## src/rtl/vga_pkg.sv

```systemverilog
// Shared framebuffer geometry, writer state encoding and the pixel address helper.
package vga_pkg;

    localparam int H_RES           = 256;
    localparam int V_RES           = 144;
    localparam int BYTES_PER_PIXEL = 4;
    localparam int FB_DEPTH        = H_RES * V_RES;

    typedef enum logic [1:0] {
        ST_WAIT_SOF = 2'd0,
        ST_WRITE    = 2'd1,
        ST_SKIP_EOL = 2'd2
    } fb_state_t;

    // Byte address of pixel (col,row); all arithmetic in 32 bits.
    function automatic logic [31:0] pix_byte_addr(input logic [31:0] col,
                                                  input logic [31:0] row,
                                                  input logic [31:0] hres);
        return (row * hres + col) * BYTES_PER_PIXEL;
    endfunction

endpackage

```

## src/rtl/fb_pix_counter.sv

```systemverilog
// Column/row position counter for the framebuffer writer.
// Priority: restart > eol > adv. restart places the position just after
// pixel (0,0) because the restarting beat itself is written at (0,0).
module fb_pix_counter
    import vga_pkg::*;
#(
    parameter int H_RES = 256,
    parameter int V_RES = 144,
    parameter int CW    = (H_RES > 1) ? $clog2(H_RES) : 1,
    parameter int RW    = (V_RES > 1) ? $clog2(V_RES) : 1
) (
    input  logic          clk,
    input  logic          reset,
    input  logic          adv,
    input  logic          eol,
    input  logic          restart,
    output logic [CW-1:0] col,
    output logic [RW-1:0] row,
    output logic          last_col,
    output logic          last_row
);

    localparam logic [CW-1:0] COL_MAX   = CW'(H_RES - 1);
    localparam logic [RW-1:0] ROW_MAX   = RW'(V_RES - 1);
    localparam logic [CW-1:0] COL_START = (H_RES > 1) ? CW'(1) : CW'(0);

    logic [CW-1:0] r_col;
    logic [RW-1:0] r_row;

    assign col      = r_col;
    assign row      = r_row;
    assign last_col = (r_col == COL_MAX);
    assign last_row = (r_row == ROW_MAX);

    // Position update; row wraps to 0 after the last line of the frame.
    always_ff @(posedge clk or posedge reset) begin
        if (reset) begin
            r_col <= '0;
            r_row <= '0;
        end else if (restart) begin
            r_col <= COL_START;
            r_row <= '0;
        end else if (eol) begin
            r_col <= '0;
            r_row <= last_row ? '0 : r_row + RW'(1);
        end else if (adv) begin
            r_col <= last_col ? '0 : r_col + CW'(1);
        end
    end

endmodule

```

## src/rtl/fb_stream_writer.sv

```systemverilog
// AXI-Stream video to BRAM framebuffer writer.
// Optional feature: define FB_WRITER_ERR_CNT_EN to build the saturating
// line/frame error counter; otherwise err_count is tied to zero.
module fb_stream_writer #(
    parameter int H_RES = vga_pkg::H_RES,
    parameter int V_RES = vga_pkg::V_RES
) (
    input  logic        clk,
    input  logic        reset,
    input  logic        enable,
    input  logic [31:0] s_axis_tdata,
    input  logic        s_axis_tvalid,
    output logic        s_axis_tready,
    input  logic        s_axis_tuser,
    input  logic        s_axis_tlast,
    output logic [31:0] bram_addr,
    output logic [31:0] bram_din,
    output logic [3:0]  bram_we,
    output logic        bram_en,
    output logic        frame_done,
    output logic        line_err,
    output logic        frame_err,
    output logic [15:0] err_count
);
    import vga_pkg::*;

    localparam int CW = (H_RES > 1) ? $clog2(H_RES) : 1;
    localparam int RW = (V_RES > 1) ? $clog2(V_RES) : 1;

    fb_state_t   r_state, w_state_next;
    logic        w_accept;
    logic        w_wr, w_line_err, w_frame_err, w_frame_done;
    logic        w_adv, w_eol, w_restart;
    logic [31:0] w_addr;
    logic [CW-1:0] w_col;
    logic [RW-1:0] w_row;
    logic        w_last_col, w_last_row;

    logic        r_bram_en, r_frame_done, r_line_err, r_frame_err;
    logic [31:0] r_bram_addr, r_bram_din;

    // Ready follows enable only; it is forced low while reset is held.
    assign s_axis_tready = enable & ~reset;
    assign w_accept      = s_axis_tvalid & s_axis_tready;

    fb_pix_counter #(
        .H_RES (H_RES),
        .V_RES (V_RES),
        .CW    (CW),
        .RW    (RW)
    ) u_pix_counter (
        .clk      (clk),
        .reset    (reset),
        .adv      (w_adv),
        .eol      (w_eol),
        .restart  (w_restart),
        .col      (w_col),
        .row      (w_row),
        .last_col (w_last_col),
        .last_row (w_last_row)
    );

    // State register.
    always_ff @(posedge clk or posedge reset) begin
        if (reset) r_state <= ST_WAIT_SOF;
        else       r_state <= w_state_next;
    end

    // Next-state, counter control and write decision for the accepted beat.
    always_comb begin
        w_state_next = r_state;
        w_wr         = 1'b0;
        w_line_err   = 1'b0;
        w_frame_err  = 1'b0;
        w_frame_done = 1'b0;
        w_adv        = 1'b0;
        w_eol        = 1'b0;
        w_restart    = 1'b0;
        w_addr       = pix_byte_addr(32'(w_col), 32'(w_row), 32'(H_RES));
        if (w_accept) begin
            if (s_axis_tuser) begin
                // Start of frame wins over tlast in every state.
                w_wr         = 1'b1;
                w_addr       = '0;
                w_restart    = 1'b1;
                w_frame_err  = (r_state != ST_WAIT_SOF) &&
                               !((w_col == '0) && (w_row == '0));
                w_state_next = ST_WRITE;
            end else begin
                case (r_state)
                    ST_WRITE: begin
                        w_wr = 1'b1;
                        if (s_axis_tlast) begin
                            w_eol      = 1'b1;
                            w_line_err = !w_last_col;
                            if (w_last_row) begin
                                w_frame_done = 1'b1;
                                w_state_next = ST_WAIT_SOF;
                            end
                        end else if (w_last_col) begin
                            // Line too long: keep position, drop beats up to tlast.
                            w_line_err   = 1'b1;
                            w_state_next = ST_SKIP_EOL;
                        end else begin
                            w_adv = 1'b1;
                        end
                    end
                    ST_SKIP_EOL: begin
                        if (s_axis_tlast) begin
                            w_eol = 1'b1;
                            if (w_last_row) begin
                                w_frame_done = 1'b1;
                                w_state_next = ST_WAIT_SOF;
                            end else begin
                                w_state_next = ST_WRITE;
                            end
                        end
                    end
                    default: ;
                endcase
            end
        end
    end

    // Registered write port and status pulses, one cycle after acceptance.
    always_ff @(posedge clk or posedge reset) begin
        if (reset) begin
            r_bram_en    <= 1'b0;
            r_bram_addr  <= '0;
            r_bram_din   <= '0;
            r_frame_done <= 1'b0;
            r_line_err   <= 1'b0;
            r_frame_err  <= 1'b0;
        end else begin
            r_bram_en    <= w_wr;
            r_frame_done <= w_frame_done;
            r_line_err   <= w_line_err;
            r_frame_err  <= w_frame_err;
            if (w_wr) begin
                r_bram_addr <= w_addr;
                r_bram_din  <= s_axis_tdata;
            end
        end
    end

    assign bram_en    = r_bram_en;
    assign bram_we    = {4{r_bram_en}};
    assign bram_addr  = r_bram_addr;
    assign bram_din   = r_bram_din;
    assign frame_done = r_frame_done;
    assign line_err   = r_line_err;
    assign frame_err  = r_frame_err;

`ifdef FB_WRITER_ERR_CNT_EN
    logic [15:0] r_err_count;

    // Saturating count of error pulses, updated alongside the pulse itself.
    always_ff @(posedge clk or posedge reset) begin
        if (reset) begin
            r_err_count <= '0;
        end else if ((w_line_err || w_frame_err) && (r_err_count != 16'hFFFF)) begin
            r_err_count <= r_err_count + 16'd1;
        end
    end

    assign err_count = r_err_count;
`else
    assign err_count = '0;
`endif

endmodule

```

## config.mk

```make
export PLATFORM = sky130hd
export DESIGN_NAME = fb_stream_writer
export DESIGN_NICKNAME = d
export VERILOG_FILES = /design/src/rtl/vga_pkg.sv /design/src/rtl/fb_pix_counter.sv /design/src/rtl/fb_stream_writer.sv
export SDC_FILE = /design/constraint.sdc
export NUM_CORES = 1
export LEC_CHECK = 0
export BUFFER_PORTS_ARGS = -buffer_cell sky130_fd_sc_hd__clkbuf_2
export CAP_MARGIN = 20
export CORE_MARGIN = 8
export CORE_UTILIZATION = 45
export DETAILED_ROUTE_END_ITERATION = 10
export PLACE_DENSITY = 0.77
export SETUP_SLACK_MARGIN = 0.4
export SLEW_MARGIN = 10
export SYNTH_ARGS = -nofsm -noshare
export SYNTH_HDL_FRONTEND = slang
export SYNTH_SLANG_ARGS = --single-unit
```

## constraint.sdc

```tcl
create_clock -name clk -period 2.1 [get_ports clk]
set_input_delay 0.42 -clock clk [delete_from_list [all_inputs] [get_ports clk]]
set_output_delay 0.42 -clock clk [all_outputs]
set_load 0.005 [all_outputs]
```

# After elaboration in Yosys (flattened, before gate mapping)
# Index checks and enable logic that the tools add are counted.
# classes
n_reduce_logical	12
bitwise	3
eq_ne	7
muxes	42
addsub	3
# op_table
cell	n
2-to-1 mux 8 bit	7
2-to-1 mux 19 bit	2
2-to-1 mux 1 bit	27
adder 16 x 8 -> 17 bit	1
adder 8 x 1 -> 8 bit (second input constant)	2
== test 8 bit (second input constant)	2
zero test 8 bit	2
2-to-1 mux 2 bit	5
inequality test 4 x 3 -> 1 bit (second input constant)	2
nonzero test 3 bit	2
AND reduction 5 bit	1
case mux 2 bit (2 select lines)	1
nonzero test 2 bit	2
inequality test 3 bit (second input constant)	1
AND 1 bit	2
== test 2 x 1 -> 1 bit (second input constant)	1
== test 2 bit (second input constant)	1
logical AND 1 bit	2
zero test 1 bit	2
OR reduction 2 bit	1
inverter 1 bit	1
# word_totals
input_bits	38
output_inout_bits	89
elab_cells	76
reg_bits	86

# Depth between registers and ports, before layout
# depth
word_depth	9
mapped_depth	8
mapped_depth_nobuf	8

# Cells and area by module
# A second synthesis with hierarchy kept.
# unflattened
hier_cells	353
area_unflattened_um2	3395.8
# modules_own_cells
module	cells_each	n_inst	seq_area_each_um2	area_each_um2
fb_stream_writer	261	1	1351.3	2511.2
fb_pix_counter	92	1	400.4	884.6

# Worst setup path before layout
# Ideal clock, no wire load.
# synth_timing
path_type	register -> register
startpoint	reg u_pix_counter.r_col[0], in the netlist u_pix_counter.col[0]
endpoint	reg u_pix_counter.r_col[6], in the netlist u_pix_counter.col[6]
required_ns	2.017
setup_ns	0.083
n_path_buf	0
synth_period_minus_slack_ns	1.894
stages_incl_launch_ff	9
path_slack_ns	0.206
t_arrival_ns	1.811
path_cell_list	dfrtp_1 ha_1 nand4_1 or2_2 ha_1 and3b_1 nand3_1 or4_1 o21ai_0
# synth_between
elab_chain_len	7
elab_cells_between_ends	12
classes_between	add/sub: 1; eq/ne: 1; mux: 9; reduce/logical: 1
# synth_rtl
item	line	rtl
from (decl)	fb_pix_counter.sv:27	logic [CW-1:0] r_col;
from (signal assigned)	fb_pix_counter.sv:47	r_col <= last_col ? '0 : r_col + CW'(1);
branches (longest 7 deep; another with adder 8 x 1 -> 8 bit)	n/a	
# Several ways; the timed one is not identified. The select of a mux whose other input is x is not followed.
# A chain may end at the register's enable or synchronous reset.

# Worst setup path in the final report
# Same ends and word-level chain as after synthesis.

==> impl_metrics.toml <==
[layout]
antenna_cells = 0
seqCellArea_um2 = 1760
drive_gt1_share_pct = 34.0
fill_cells = 660
fin_util_pct = 59.1
final_area_um2 = 4310
syn_to_final_growth_pct = 25.9
multi_input_area_um2 = 1460
nets = 518

[logic_synthesis]
yosysTopAreaCell = "dfrtp_1"
yosys_warnings = 0
ys_ff_latch = 70
synth_top_area_share_pct = 51.2
netlist_area_um2 = 3420
synthCells = 362
synth_area_leaders = "dfrtp_1 (51%), nand2_1 (12%), buf_4 (8.1%)"
synth_cell_type_count = 48
synth_ff_type = "dfrtp_1"
avgSynthCellArea_um2 = 9.45
yosys-top-cells-count = "nand2_1 (110), dfrtp_1 (70), buf_4 (37), a22o_1 (14), nor2_1 (12)"
synth-edff-count = 0
ys_seq_area_share_pct = 51.2
post-synth-top-count-cell = "nand2_1"
async_flop_share_pct = 100

[sta]
hold_violations = 0
fmax_mhz = 526
fin_crit_sh_pct = 90.5
worst_slack_ns = 0.200
fin_setup_tns_ns = 0
finalSetupViolCount = 0
finClkSkew_ns = 0.00740
rsz0062_at_grt = "yes"
timing.final.max_slew_violations = 0
layout_min_cycle_time_ns = 1.90

[flow_run]
max-cap-violations = 0

[global_routing]
grt_max_degree = 34
grt-ovfl-total = 0
first_global_vias = 2833
antenna_found_initial = 0
track_usage_pct = 16.2
grt_pass1_wl_mm = 13.5

[worst_setup_path]
crit_type = "flop to flop"
critPathCaptureType = "flop"
cp.arrival_ns = 2.17
cp-start-kind = "flop"
required_ns = 2.37
crit_path_max_fanout = 3

[clocking]
cts_max_level = 3
cts-root-buf = "clkbuf_8"
insertion_delay_ns = 0.35
cts_buffers = 9
tritoncts = "done"
path_clk_slew_ns = 0.09
cts_sinks = 70
clock_path_buffers = 2
hold_buffers = 0

[power_and_ir_drop]
power_density_nw_per_um2 = 972
ir_drop_uv = 474
p_leak_nw = 2.33
total_power_mw = 4.18

[place]
io_buffers = 94
post-place-ws_ns = 0.153
place_congestion = 0.878
dpl_cell_area_um2 = 3930
hpwl_mm = 6.47

[detailed_routing]
vias_per_cell = 4.95
postRouteAntennaNets = 0
wl_mm = 8.82
via_count = 2854
drcViolationCount = 0
dr.pass1.iters = 4
drt-initial-drc-count = 133
wire_per_inst_um = 15.3

[hold_path]
hold_path_class = "input pin to asynchronous set/reset pin"

[die]
fp.dieH_um = 103
initial_core_util_pct = 46.9
num_rows = 31
coreArea_um2 = 7290
die_area_um2 = 10600
num_io_pins = 127
die_width_um = 103

[run_status]
outcome = "completed"
==> power by group <==
| part | internal [mW] | switching [mW] | total, mW |
|---|---|---|---|
| clock network | 0.683 | 0.562 | 1.25 |
| logic | 0.535 | 0.600 | 1.14 |
| registers | 1.63 | 0.169 | 1.80 |
==> timing repair <==
item                       4_1_cts  5_1_grt
setup endpoints to repair       16       32
resized for setup                6        8
hold endpoints to repair         0        0
buffers inserted                12        3
pin swaps                        4        2
cloned                           0        0
==> area by class of cell <==
class | count | area share (%)
Tap cell | 99 | 2.88
Timing Repair Buffer | 120 | 16.1
Multi-Input combinational cell | 260 | 33.9
Inverter | 11 | 1.05
Clock inverter | 7 | 2.38
Sequential cell | 70 | 40.8
Clock buffer | 9 | 2.88
==> cell usage in the layout, fill, tap and decap left out, drive strengths merged, types with 8 or more instances in the layout <==
cell,synthesis,final
nand2,110,110
a22o,15,15
buf,44,26
clkbuf,8,103
ha,8,8
inv,11,13
conb,1,32
nand3,10,10
dfrtp,70,70
a21oi,9,9
nor2,12,12
a31oi,9,9
==> critical path, stage by stage, from the launching register on <==
cell,delay (ns)
dfrtp_1,0.39
ha_2,0.20
nand4_1,0.14
or2_4,0.15
ha_4,0.12
and3b_2,0.22
nand3_2,0.10
or4_1,0.42
o21ai_1,0.10
==> state kept, by name (all words and copies together) (netlist names) <==
register and count:
bram_addr 16, bram_din 32, bram_en 1, frame_done 1, frame_err 1, line_err 1
r_state 2, u_pix_counter.col 8, u_pix_counter.row 8
==> final timing paths <==
| path | from | end | slack (ns) | cells past startpoint |
|---|---|---|---|---|
| worst min-delay path | reset | bram_din[20] | 0.11 | 2 |
| worst min register to register | bram_din[2] | bram_din[2] | 0.48 | 2 |
| worst max register to register | u_pix_counter.col[0] | u_pix_counter.col[6] | 0.20 | 8 |
| worst max-delay path | u_pix_counter.col[0] | u_pix_counter.col[6] | 0.20 | 8 |
| min in group clk | s_axis_tdata[16] | bram_din[16] | 0.25 | 3 |
| max in group asynchronous | reset | u_pix_counter.col[4] | 1.38 | 3 |
==> per-stage QoR <==
step | hold WS (ns) | instances
2_1_floorplan | 0.470 | 393
3_3_place_gp | 0.458 | 545
3_5_place_dp | 0.462 | 545
4_1_cts | 0.122 | 573
5_1_grt | 0.155 | 576
6_report | 0.111 | 576
==> routing by layer <==
layer,up-vias,GRT usage [%],wire length [um]
met5,-,0,0
met2,100,27.2,4280
met1,1378,19.7,3730
met4,0,7.34,175
met3,12,3.08,633
li1,1364,-,-
==> cells by family after synthesis <==
logic type               share of synthesized area [%]
flip-flops                                        51.2
AO/OA/AOI/OAI                                     10.6
multiplexers                                      1.06
XOR/XNOR                                          1.02
other                                            0.110
AND/OR/NAND/NOR                                   21.7
buffers and inverters                             11.4
adder cells (fa/ha/maj)                           2.93
Note: power is estimated with default switching activity, not from simulation.
